--- config.mk ---
export PLATFORM = sky130hd
export DESIGN_NAME = uart_fifo_port
export DESIGN_NICKNAME = d
export VERILOG_FILES = /design/src/rtl/uart_fifo_port.sv
export SDC_FILE = /design/constraint.sdc
export NUM_CORES = 1
export LEC_CHECK = 0
export ABC_CLOCK_PERIOD_IN_PS = 4900
export CAP_MARGIN = 20
export CORE_MARGIN = 4
export CORE_UTILIZATION = 69
export CTS_BUF_LIST = sky130_fd_sc_hd__clkbuf_4 sky130_fd_sc_hd__clkbuf_8
export CTS_CLUSTER_DIAMETER = 40
export DETAILED_ROUTE_END_ITERATION = 8
export PLACE_DENSITY = 0.95
export SLEW_MARGIN = 20
export SYNTH_ARGS = -nofsm -noshare
export SYNTH_HDL_FRONTEND = slang
export SYNTH_SLANG_ARGS = --single-unit
--- constraint.sdc ---
create_clock -name clk -period 4.9 [get_ports clk]
set_input_delay 0.49 -clock clk [delete_from_list [all_inputs] [get_ports clk]]
set_output_delay 0.49 -clock clk [all_outputs]
set_load 0.05 [all_outputs]
--- src/rtl/uart_fifo_port.sv ---
// FIFO-buffered UART transceiver with valid/ready streams and framing/overrun detection.
// Define UART_PARITY_EN to insert and check one parity bit per frame.
module uart_fifo_port_fifo #(
    parameter int WIDTH = 8,
    parameter int DEPTH = 16
) (
    input  logic                     clk,
    input  logic                     rst_n,
    input  logic                     push,
    input  logic [WIDTH-1:0]         wdata,
    input  logic                     pop,
    output logic [WIDTH-1:0]         rdata,
    output logic [$clog2(DEPTH):0]   level
);
    localparam int AW = $clog2(DEPTH);
    localparam int LW = AW + 1;

    logic [WIDTH-1:0] mem [DEPTH];
    logic [AW-1:0]    wptr;
    logic [AW-1:0]    rptr;

    always_ff @(posedge clk or negedge rst_n) begin
        if (!rst_n) begin
            wptr  <= '0;
            rptr  <= '0;
            level <= '0;
        end else begin
            if (push) wptr <= wptr + AW'(1);
            if (pop)  rptr <= rptr + AW'(1);
            case ({push, pop})
                2'b10:   level <= level + LW'(1);
                2'b01:   level <= level - LW'(1);
                default: ;
            endcase
        end
    end

    always_ff @(posedge clk) begin
        if (push) mem[wptr] <= wdata;
    end

    assign rdata = mem[rptr];
endmodule

module uart_fifo_port #(
    parameter int CLK_HZ     = 21477000,
    parameter int BAUD       = 115200,
    parameter int DATA_BITS  = 8,
    parameter int STOP_BITS  = 1,
    parameter int FIFO_DEPTH = 16,
    parameter int PARITY_ODD = 0
) (
    input  logic                          clk,
    input  logic                          rst_n,
    input  logic [DATA_BITS-1:0]          tx_data,
    input  logic                          tx_valid,
    output logic                          tx_ready,
    output logic [DATA_BITS-1:0]          rx_data,
    output logic                          rx_valid,
    input  logic                          rx_ready,
    output logic [$clog2(FIFO_DEPTH):0]   tx_level,
    output logic [$clog2(FIFO_DEPTH):0]   rx_level,
    output logic                          rx_frame_err,
    output logic                          rx_overrun,
    output logic                          rx_parity_err,
    input  logic                          uart_port_DI,
    output logic                          uart_port_DO
);
    localparam int     NCLKS    = (CLK_HZ + BAUD / 2) / BAUD;
    localparam int     LW       = $clog2(FIFO_DEPTH) + 1;
    localparam int     CW       = $clog2(NCLKS);
    localparam longint BAUD_DIF = longint'(NCLKS) * longint'(BAUD) - longint'(CLK_HZ);
    localparam longint BAUD_ABS = (BAUD_DIF < 0) ? -BAUD_DIF : BAUD_DIF;
    localparam logic [CW-1:0] CNT_BIT  = CW'(NCLKS - 1);
    localparam logic [CW-1:0] CNT_HALF = CW'(NCLKS / 2 - 1);

    if (NCLKS < 16 || DATA_BITS < 5 || DATA_BITS > 8 || (STOP_BITS != 1 && STOP_BITS != 2) ||
        FIFO_DEPTH < 2 || FIFO_DEPTH > 256 || (FIFO_DEPTH & (FIFO_DEPTH - 1)) != 0 ||
        (PARITY_ODD != 0 && PARITY_ODD != 1) || BAUD_ABS * 50 >= longint'(CLK_HZ)) begin : g_param_check
        $error("uart_fifo_port: illegal parameter set");
    end

    typedef enum logic [2:0] {
        T_IDLE, T_START, T_DATA,
`ifdef UART_PARITY_EN
        T_PARITY,
`endif
        T_STOP
    } tx_state_t;

    typedef enum logic [2:0] {
        R_IDLE, R_START, R_DATA,
`ifdef UART_PARITY_EN
        R_PARITY,
`endif
        R_STOP, R_BREAK
    } rx_state_t;

    logic                 tx_push, tx_pop, tx_empty, tx_line;
    logic [DATA_BITS-1:0] tx_head;
    tx_state_t            tx_state, tx_state_n;
    logic [CW-1:0]        tx_cnt, tx_cnt_n;
    logic [2:0]           tx_bit, tx_bit_n;
    logic [DATA_BITS-1:0] tx_sh, tx_sh_n;

    assign tx_ready = (tx_level != LW'(FIFO_DEPTH));
    assign tx_push  = tx_valid && tx_ready;
    assign tx_empty = (tx_level == '0);

    uart_fifo_port_fifo #(.WIDTH(DATA_BITS), .DEPTH(FIFO_DEPTH)) u_tx_fifo (
        .clk(clk), .rst_n(rst_n), .push(tx_push), .wdata(tx_data),
        .pop(tx_pop), .rdata(tx_head), .level(tx_level)
    );

`ifdef UART_PARITY_EN
    logic tx_par, tx_par_n;
`endif

    always_comb begin
        tx_state_n = tx_state;
        tx_cnt_n   = (tx_cnt == '0) ? CNT_BIT : tx_cnt - CW'(1);
        tx_bit_n   = tx_bit;
        tx_sh_n    = tx_sh;
        tx_pop     = 1'b0;
        tx_line    = 1'b1;
`ifdef UART_PARITY_EN
        tx_par_n   = tx_par;
`endif
        case (tx_state)
            T_IDLE: begin
                if (!tx_empty) begin
                    tx_pop     = 1'b1;
                    tx_sh_n    = tx_head;
                    tx_cnt_n   = CNT_BIT;
                    tx_state_n = T_START;
`ifdef UART_PARITY_EN
                    tx_par_n   = ^tx_head ^ 1'(PARITY_ODD);
`endif
                end
            end
            T_START: begin
                tx_line = 1'b0;
                if (tx_cnt == '0) begin
                    tx_bit_n   = '0;
                    tx_state_n = T_DATA;
                end
            end
            T_DATA: begin
                tx_line = tx_sh[0];
                if (tx_cnt == '0) begin
                    tx_sh_n  = tx_sh >> 1;
                    tx_bit_n = tx_bit + 3'd1;
                    if (tx_bit == 3'(DATA_BITS - 1)) begin
                        tx_bit_n   = '0;
`ifdef UART_PARITY_EN
                        tx_state_n = T_PARITY;
`else
                        tx_state_n = T_STOP;
`endif
                    end
                end
            end
`ifdef UART_PARITY_EN
            T_PARITY: begin
                tx_line = tx_par;
                if (tx_cnt == '0) tx_state_n = T_STOP;
            end
`endif
            T_STOP: begin
                if (tx_cnt == '0) begin
                    tx_bit_n = tx_bit + 3'd1;
                    if (tx_bit == 3'(STOP_BITS - 1)) begin
                        tx_bit_n   = '0;
                        tx_state_n = T_IDLE;
                        // Chain straight into the next start bit so frames stay gapless.
                        if (!tx_empty) begin
                            tx_pop     = 1'b1;
                            tx_sh_n    = tx_head;
                            tx_state_n = T_START;
`ifdef UART_PARITY_EN
                            tx_par_n   = ^tx_head ^ 1'(PARITY_ODD);
`endif
                        end
                    end
                end
            end
            default: ;
        endcase
    end

    always_ff @(posedge clk or negedge rst_n) begin
        if (!rst_n) begin
            tx_state     <= T_IDLE;
            tx_cnt       <= '0;
            tx_bit       <= '0;
            tx_sh        <= '0;
            uart_port_DO <= 1'b1;
`ifdef UART_PARITY_EN
            tx_par       <= 1'b0;
`endif
        end else begin
            tx_state     <= tx_state_n;
            tx_cnt       <= tx_cnt_n;
            tx_bit       <= tx_bit_n;
            tx_sh        <= tx_sh_n;
            uart_port_DO <= tx_line;
`ifdef UART_PARITY_EN
            tx_par       <= tx_par_n;
`endif
        end
    end

    logic                 rx_s1, rx_in;
    rx_state_t            rx_state, rx_state_n;
    logic [CW-1:0]        rx_cnt, rx_cnt_n;
    logic [2:0]           rx_bit, rx_bit_n;
    logic [DATA_BITS-1:0] rx_sh, rx_sh_n;
    logic                 rx_push_req, rx_pop, rx_full, rx_fifo_push;
    logic                 frame_err_n, parity_err_n;

    assign rx_valid     = (rx_level != '0);
    assign rx_pop       = rx_valid && rx_ready;
    assign rx_full      = (rx_level == LW'(FIFO_DEPTH));
    assign rx_fifo_push = rx_push_req && (!rx_full || rx_pop);

    uart_fifo_port_fifo #(.WIDTH(DATA_BITS), .DEPTH(FIFO_DEPTH)) u_rx_fifo (
        .clk(clk), .rst_n(rst_n), .push(rx_fifo_push), .wdata(rx_sh),
        .pop(rx_pop), .rdata(rx_data), .level(rx_level)
    );

`ifdef UART_PARITY_EN
    logic rx_perr, rx_perr_n;
`endif

    always_comb begin
        rx_state_n   = rx_state;
        rx_cnt_n     = (rx_cnt == '0) ? CNT_BIT : rx_cnt - CW'(1);
        rx_bit_n     = rx_bit;
        rx_sh_n      = rx_sh;
        rx_push_req  = 1'b0;
        frame_err_n  = 1'b0;
        parity_err_n = 1'b0;
`ifdef UART_PARITY_EN
        rx_perr_n    = rx_perr;
`endif
        case (rx_state)
            R_IDLE: begin
                if (!rx_in) begin
                    rx_cnt_n   = CNT_HALF;
                    rx_state_n = R_START;
                end
            end
            R_START: begin
                if (rx_cnt == '0) begin
                    rx_bit_n   = '0;
                    rx_state_n = rx_in ? R_IDLE : R_DATA;
                end
            end
            R_DATA: begin
                if (rx_cnt == '0) begin
                    rx_sh_n  = {rx_in, rx_sh[DATA_BITS-1:1]};
                    rx_bit_n = rx_bit + 3'd1;
                    if (rx_bit == 3'(DATA_BITS - 1)) begin
`ifdef UART_PARITY_EN
                        rx_state_n = R_PARITY;
`else
                        rx_state_n = R_STOP;
`endif
                    end
                end
            end
`ifdef UART_PARITY_EN
            R_PARITY: begin
                if (rx_cnt == '0) begin
                    rx_perr_n  = rx_in ^ (^rx_sh) ^ 1'(PARITY_ODD);
                    rx_state_n = R_STOP;
                end
            end
`endif
            R_STOP: begin
                if (rx_cnt == '0) begin
                    if (rx_in) begin
                        rx_state_n = R_IDLE;
`ifdef UART_PARITY_EN
                        rx_push_req  = !rx_perr;
                        parity_err_n = rx_perr;
`else
                        rx_push_req  = 1'b1;
`endif
                    end else begin
                        frame_err_n = 1'b1;
                        rx_state_n  = R_BREAK;
                    end
                end
            end
            R_BREAK: begin
                if (rx_in) rx_state_n = R_IDLE;
            end
            default: ;
        endcase
    end

    always_ff @(posedge clk or negedge rst_n) begin
        if (!rst_n) begin
            rx_s1         <= 1'b1;
            rx_in         <= 1'b1;
            rx_state      <= R_IDLE;
            rx_cnt        <= '0;
            rx_bit        <= '0;
            rx_sh         <= '0;
            rx_frame_err  <= 1'b0;
            rx_overrun    <= 1'b0;
            rx_parity_err <= 1'b0;
`ifdef UART_PARITY_EN
            rx_perr       <= 1'b0;
`endif
        end else begin
            rx_s1         <= uart_port_DI;
            rx_in         <= rx_s1;
            rx_state      <= rx_state_n;
            rx_cnt        <= rx_cnt_n;
            rx_bit        <= rx_bit_n;
            rx_sh         <= rx_sh_n;
            rx_frame_err  <= frame_err_n;
            rx_overrun    <= rx_push_req && rx_full && !rx_pop;
`ifdef UART_PARITY_EN
            rx_parity_err <= parity_err_n;
            rx_perr       <= rx_perr_n;
`else
            rx_parity_err <= parity_err_n;
`endif
        end
    end
endmodule

### Yosys cells after proc, flatten, opt, wreduce, memory -nomap -nowiden

Memories as Yosys holds them, arrays and structs flattened.
Cells that the tools add are included.

| operators by class | value |
|---|---|
| add/sub/neg operators | 12 |
| equality and inequality tests | 27 |
| multiplexer cells | 54 |
| reduce and logical (&&, ||, !) cells | 28 |

Operators with widths:

| operator | count |
|---|---|
| 2-to-1 mux 8 bit | 10 |
| 2-to-1 mux 3 bit | 20 |
| != test 2 bit, second input constant | 12 |
| one-hot mux 8 bit (3 select lines) | 1 |
| one-hot mux 5 bit (2 select lines) | 2 |
| adder 4 x 1 -> 4 bit, second input constant | 4 |
| logical NOT 8 bit | 2 |
| subtractor 8 x 1 -> 8 bit, second input constant | 2 |
| one-hot mux 3 bit (5 select lines) | 1 |
| 2-to-1 mux 1 bit | 14 |
| AND reduction 7 bit | 2 |
| equality test 3 x 2 -> 1 bit, second input constant | 4 |
| one-hot mux 3 bit (4 select lines) | 1 |
| adder 5 x 1 -> 5 bit, second input constant | 2 |
| nonzero test 5 bit | 2 |
| subtractor 5 x 1 -> 5 bit, second input constant | 2 |
| equality test 3 bit, second input constant | 3 |
| logical NOT 3 bit | 3 |
| one-hot mux 3 bit (3 select lines) | 1 |
| AND reduction 4 bit | 2 |
| adder 3 x 1 -> 3 bit, second input constant | 2 |
| equality test 3 x 1 -> 1 bit, second input constant | 2 |
| one-hot mux 3 bit (2 select lines) | 1 |
| nonzero test 2 bit | 3 |
| other kinds (14) | 23 |

| word-level totals | value |
|---|---|
| bits in registers | 75 |
| memory bits (writable) | 256 |
| input port bits | 13 |
| output and inout port bits | 24 |
| memories kept | 2 |

Memory list:

| memory | words | bits a word | read ports | clocked after Yosys merged registers in | write ports | line | text |
|---|---|---|---|---|---|---|---|
| u_rx_fifo.mem | 16 | 8 | 1 | 0 | 1 | 18 | `logic [WIDTH-1:0] mem [DEPTH];` |
| u_tx_fifo.mem | 16 | 8 | 1 | 0 | 1 | 18 |  |

### Depth between registers and ports, before layout

| logic depth | value |
|---|---|
| depth after elaboration | 7 |
| depth in mapped cells | 15 |
| mapped depth without buffers | 14 |

### Hierarchy

From an unflattened synthesis, not the netlist that was laid out.

| second synthesis, totals | value |
|---|---|
| cells, all modules | 798 |
| area, all modules | 14,005.9 sq um |

Modules (own cells, without submodules):

| module | instances | cells an instance | area an instance (sq um) |
|---|---|---|---|
| uart_fifo_port_fifo | 2 | 288 | 5,769.3 |
| uart_fifo_port | 1 | 222 | 2,467.4 |

### Worst setup path after synthesis

No wires, ideal clock.

| timing | value |
|---|---|
| path kind | register to register |
| start | register u_tx_fifo.level[2] |
| end | register u_tx_fifo.level[4] |
| arrival | 3.319 ns |
| data required time | 4.750 ns |
| slack | 1.431 ns |
| stages on the path, launching flop included | 16 |
| period minus slack after synthesis | 3.469 ns |
| path through | dfrtp_1 > buf_2 > nor2_1 > nand3_1 > and2_1 > clkbuf_1 > inv_1 > ha_1 > clkbuf_1 > xor2_1 > ha_1 > a21o_1 > nand2_1 > a21o_1 > a31oi_1 > xor2_1 |

| between the ends | value |
|---|---|
| elaborated cells on any way between the ends | 13 |

RTL lines:

| element | line | text |
|---|---|---|
| from (decl) | 13 | `output logic [$clog2(DEPTH):0] level` |
| from (signal assigned) | 31 | `2'b10: level <= level + LW'(1);` |
| from (signal assigned) | 32 | `2'b01: level <= level - LW'(1);` |
| != test 5 bit (*) | 106 | `assign tx_ready = (tx_level != LW'(FIFO_DEPTH));` |
| named net tx_ready | 57 | `output logic tx_ready,` |
| logical AND 1 bit (*) | 107 | `assign tx_push = tx_valid && tx_ready;` |
| equality test 2 x 1 -> 1 bit or equality test 2 bit (tied branches) | 30 | `case ({push, pop})` |
| one-hot mux 5 bit (2 select lines) or nonzero test 2 bit (tied branches) | -- |  |

The timed path passes the listed nets; every way through them passes the cells marked *.
A chain may end at the register's enable or synchronous reset.

### Worst setup path in the final report

| timing | value |
|---|---|
| start | register u_rx_fifo.rptr[0] |
| end | output port rx_data[1] |

| between the ends | value |
|---|---|
| longest elaborated chain between the ends | 1 |

Ends and longest elaborated chain:

| element | line | text |
|---|---|---|
| from (decl) | 20 | `logic [AW-1:0] rptr;` |
| from (signal assigned) | 29 | `if (pop) rptr <= rptr + AW'(1);` |
| memory (16 x 8 bit) | -- |  |
| to (decl) | 58 | `output logic [DATA_BITS-1:0] rx_data,` |

Every way passes these cells.

==> impl_results.rst <==
.. list-table::
   :header-rows: 1

   * - Metric
     - Value
   * - Status
     - finished, violations left
   * - Violations in the final reports
     - hold timing
   * - Leftover overflow at the end of global routing
     - 0
   * - Number of warnings printed during yosys synthesis
     - 0
   * - Syn avg cell area
     - 17.1 µm²
   * - Post-Route Hold Slack
     - -0.0630 ns
   * - Buffer depth of the longest clock path
     - 3
   * - Last weighted congestion value of the routability-driven placer
     - 0.801
   * - Total of fill cells in the finished design
     - 1010
   * - CTS HTree Levels
     - 2
   * - TritonCTS Sinks
     - 330
   * - Area Overhead vs Synth
     - 11.4%
   * - Area of the core region
     - 19500 µm²
   * - Ratio of cells with drive above 1 in the final layout
     - 0.220
   * - Flops & latches, synth
     - 330
   * - Count of hold buffers inserted by post-cts repair
     - 0
   * - Minimum period implied by the final worst setup slack
     - 3.99 ns
   * - Worst clock skew
     - 0.0244 ns
   * - I/O pin cnt
     - 37
   * - Gate Count Post-Synth
     - 805
   * - Power density over cell area
     - 524 nW/µm²
   * - Root buffer cell
     - sky130_fd_sc_hd__clkbuf_8
   * - Most used flip-flop cell after synthesis
     - sky130_fd_sc_hd__edfxtp_1
   * - Final-stage net count
     - 908
   * - Sequential cell area fraction in the yosys report
     - 0.692
   * - Via density
     - 6.41
   * - Initial Utilization
     - 0.706
   * - Static leakage
     - 5.76 nW
   * - Peak clock frequency supported by timing
     - 0.250 GHz
   * - Number of gates given a new drive strength after cts
     - 0
   * - Die height
     - 149 µm
   * - Commonest cells after routing, fill and taps aside
     - sky130_fd_sc_hd__edfxtp_1 (256), sky130_fd_sc_hd__dfrtp_1 (69), sky130_fd_sc_hd__mux4_2 (59), sky130_fd_sc_hd__clkbuf_8 (55), sky130_fd_sc_hd__nand2_1 (43)
   * - Post-route worst setup slack
     - 0.907 ns
   * - Category of the worst setup path launch point
     - flip-flop
   * - Minimum setup slack after placement
     - 1.41 ns
   * - Routed via count
     - 7494
   * - Number of global-route vias before repair
     - 7840
   * - Kind of capture point of the worst setup path
     - primary output
   * - Residual DRC
     - 0
   * - Clock tree from TritonCTS
     - yes
   * - Path type of the worst setup path
     - reg -> out
   * - TritonCTS buffer count
     - 51
   * - Wire length per cell
     - 23.5 µm
   * - Count of final max-slew check failures
     - 0
   * - All-Layer GR Usage
     - 0.257
   * - Post-CTS setup buffer count
     - 0
   * - Final count of negative-setup-slack endpoints
     - 0
   * - Number of iterations in the first detailed-routing pass
     - 5
   * - Insertion delay of the later-clocked pin in the worst-skew pair
     - 0.56 ns
   * - Clock transition at path regs
     - 0.06 ns
   * - Full die area
     - 22300 µm²
   * - Die X
     - 149 µm
   * - EDFF count, synth
     - 256
   * - Worst Tran Pin Value
     - 0.974 ns
   * - Register Area
     - 9550 µm²
   * - Most common library cell in the layout ignoring fill and taps
     - sky130_fd_sc_hd__edfxtp_1
   * - Remaining antenna violation count after routing
     - 0
   * - First-pass GRT wire length
     - 43500 µm
   * - Combined area of all synthesized cells
     - 13800 µm²
   * - Fin Setup TNS
     - 0 ns
   * - PortBufs
     - 35
   * - Post-Synthesis Net Count
     - 849
   * - Data required, critical path
     - 4.41 ns
   * - Remaining max-slew budget at the tightest pin
     - 0.345
   * - Maximum vdd drop
     - 0.454 mV
   * - Final number of hold-violating endpoints
     - 31
   * - Largest net degree at the start of global routing
     - 75
   * - Cell variety after synth
     - 64
   * - Antenna violations before repair
     - 0
   * - Kind of path behind the tightest hold check
     - in -> async
   * - Final worst-path cycle share
     - 0.815
   * - # Max-Cap Violations
     - 0
   * - Multi-input logic area
     - 3950 µm²
   * - Cell Rows
     - 51
   * - Sum of net half-perimeters after detailed placement
     - 18000 µm
   * - Unrepaired setup endpoints after global routing
     - false
   * - Final wirelength
     - 27500 µm
   * - Async set-or-reset flop fraction in the synthesized netlist
     - 0.224
   * - Count of routing violations after the opening detailed-route iteration
     - 745
   * - Utilization after layout
     - 0.787
   * - Peak fanout along the critical path
     - 25
   * - WP data arrival
     - 3.50 ns
   * - Diode count
     - 0
-- cells in the mapped netlist, types with 4 or more instances --
master,n,share of area
sky130_fd_sc_hd__a21o_1,4,0.0022
sky130_fd_sc_hd__a21oi_1,16,0.0058
sky130_fd_sc_hd__a22oi_1,17,0.0093
sky130_fd_sc_hd__and2_1,15,0.0068
sky130_fd_sc_hd__and3_1,4,0.0018
sky130_fd_sc_hd__buf_2,11,0.0040
sky130_fd_sc_hd__buf_4,4,0.0022
sky130_fd_sc_hd__buf_6,5,0.0041
sky130_fd_sc_hd__clkbuf_1,15,0.0041
sky130_fd_sc_hd__dfrtp_1,71,0.13
sky130_fd_sc_hd__edfxtp_1,256,0.56
sky130_fd_sc_hd__ha_1,30,0.027
sky130_fd_sc_hd__inv_1,25,0.0068
sky130_fd_sc_hd__mux2_2,11,0.0090
sky130_fd_sc_hd__mux2i_1,29,0.021
sky130_fd_sc_hd__mux4_2,59,0.096
sky130_fd_sc_hd__nand2_1,43,0.012
sky130_fd_sc_hd__nand2b_1,6,0.0027
sky130_fd_sc_hd__nand3_1,6,0.0022
sky130_fd_sc_hd__nor2_1,32,0.0087
sky130_fd_sc_hd__nor2b_1,5,0.0023
sky130_fd_sc_hd__nor3_1,13,0.0047
sky130_fd_sc_hd__nor3b_1,5,0.0027
sky130_fd_sc_hd__o21a_1,7,0.0038
sky130_fd_sc_hd__o21ai_0,19,0.0069
sky130_fd_sc_hd__o22ai_1,7,0.0032
sky130_fd_sc_hd__o311ai_0,4,0.0025
sky130_fd_sc_hd__xnor2_1,19,0.012
sky130_fd_sc_hd__xor2_1,13,0.0083
-- layout make-up --
type                    instances  share of cell area
flip-flops and latches        330               0.621
multi-input cells             411               0.257
clock buffers                  82              0.0625
repair buffers                 44              0.0273
clock inverters                11             0.00342
inverters                      26             0.00635
well taps                     265              0.0216
-- critical path: stages (launching register included) --
cell	delay, ns
sky130_fd_sc_hd__dfrtp_2	0.91
sky130_fd_sc_hd__buf_4	0.32
sky130_fd_sc_hd__mux4_2	0.52
sky130_fd_sc_hd__mux4_2	0.47
sky130_fd_sc_hd__clkdlybuf4s50_1	0.72
-- worst paths after layout --
path                                   start            endpoint  slack [ns]  cells past startpoint
setup / recovery           u_rx_fifo.rptr[0]          rx_data[1]        0.91                      4
max in group asynchronous              rst_n   u_rx_fifo.rptr[0]        4.38                      1
setup reg to reg                   tx_bit[1]  u_tx_fifo.level[4]        1.33                     13
hold / removal                         rst_n  u_tx_fifo.level[1]       -0.06                      1
min in group clk                uart_port_DI               rx_s1        0.33                      1
hold reg to reg                        rx_s1               rx_in        0.38                      0
-- metal layers --
| metal | GRT usage | routed length [µm] | vias up |
|---|---|---|---|
| li1 | - | - | 3231 |
| met1 | 0.319 | 9920 | 3827 |
| met2 | 0.461 | 15100 | 368 |
| met3 | 0.0453 | 1800 | 68 |
| met4 | 0.0888 | 734 | 0 |
| met5 | 0 | 0 | - |
-- registers in the layout, indices dropped and copies added, names as in the netlist, 5 cells and up --
name and flops:
u_tx_fifo.mem 128, u_rx_fifo.mem 128, tx_cnt 8, rx_cnt 8, rx_sh 8, u_rx_fifo.level 5
tx_sh 8, u_tx_fifo.level 5
-- per-stage QoR --
stage          hold WS [ns]  std cells  instance area [µm²]  power [mW]
6_report            -0.0630       1169                15400        8.04
5_1_grt             0.00471       1169                15400        8.42
4_1_cts               0.128       1169                15300        8.05
3_5_place_dp          0.349       1076                14300        5.82
3_3_place_gp          0.348       1076                14300        5.63
2_1_floorplan         0.194        805                13800        5.27
-- power breakdown --
| group | switching, mW | leakage, nW | internal [mW] | total, mW |
|---|---|---|---|---|
| Sequential | 0.433 | 3.55 | 3.30 | 3.73 |
| Clock | 0.980 | 0.550 | 1.24 | 2.22 |
| Combinational | 1.16 | 1.66 | 0.937 | 2.10 |
| Total | 2.57 | 5.76 | 5.47 | 8.04 |
-- cells by family after synthesis --
kind of cell | synth area share
multiplexers | 0.128
other | 0.000272
AND/OR/NAND/NOR | 0.0610
XOR/XNOR | 0.0203
AO/OA/AOI/OAI | 0.0476
adder cells (fa/ha/maj) | 0.0287
buffers and inverters | 0.0222
flip-flops | 0.692
(Power assumes the default switching activity.)
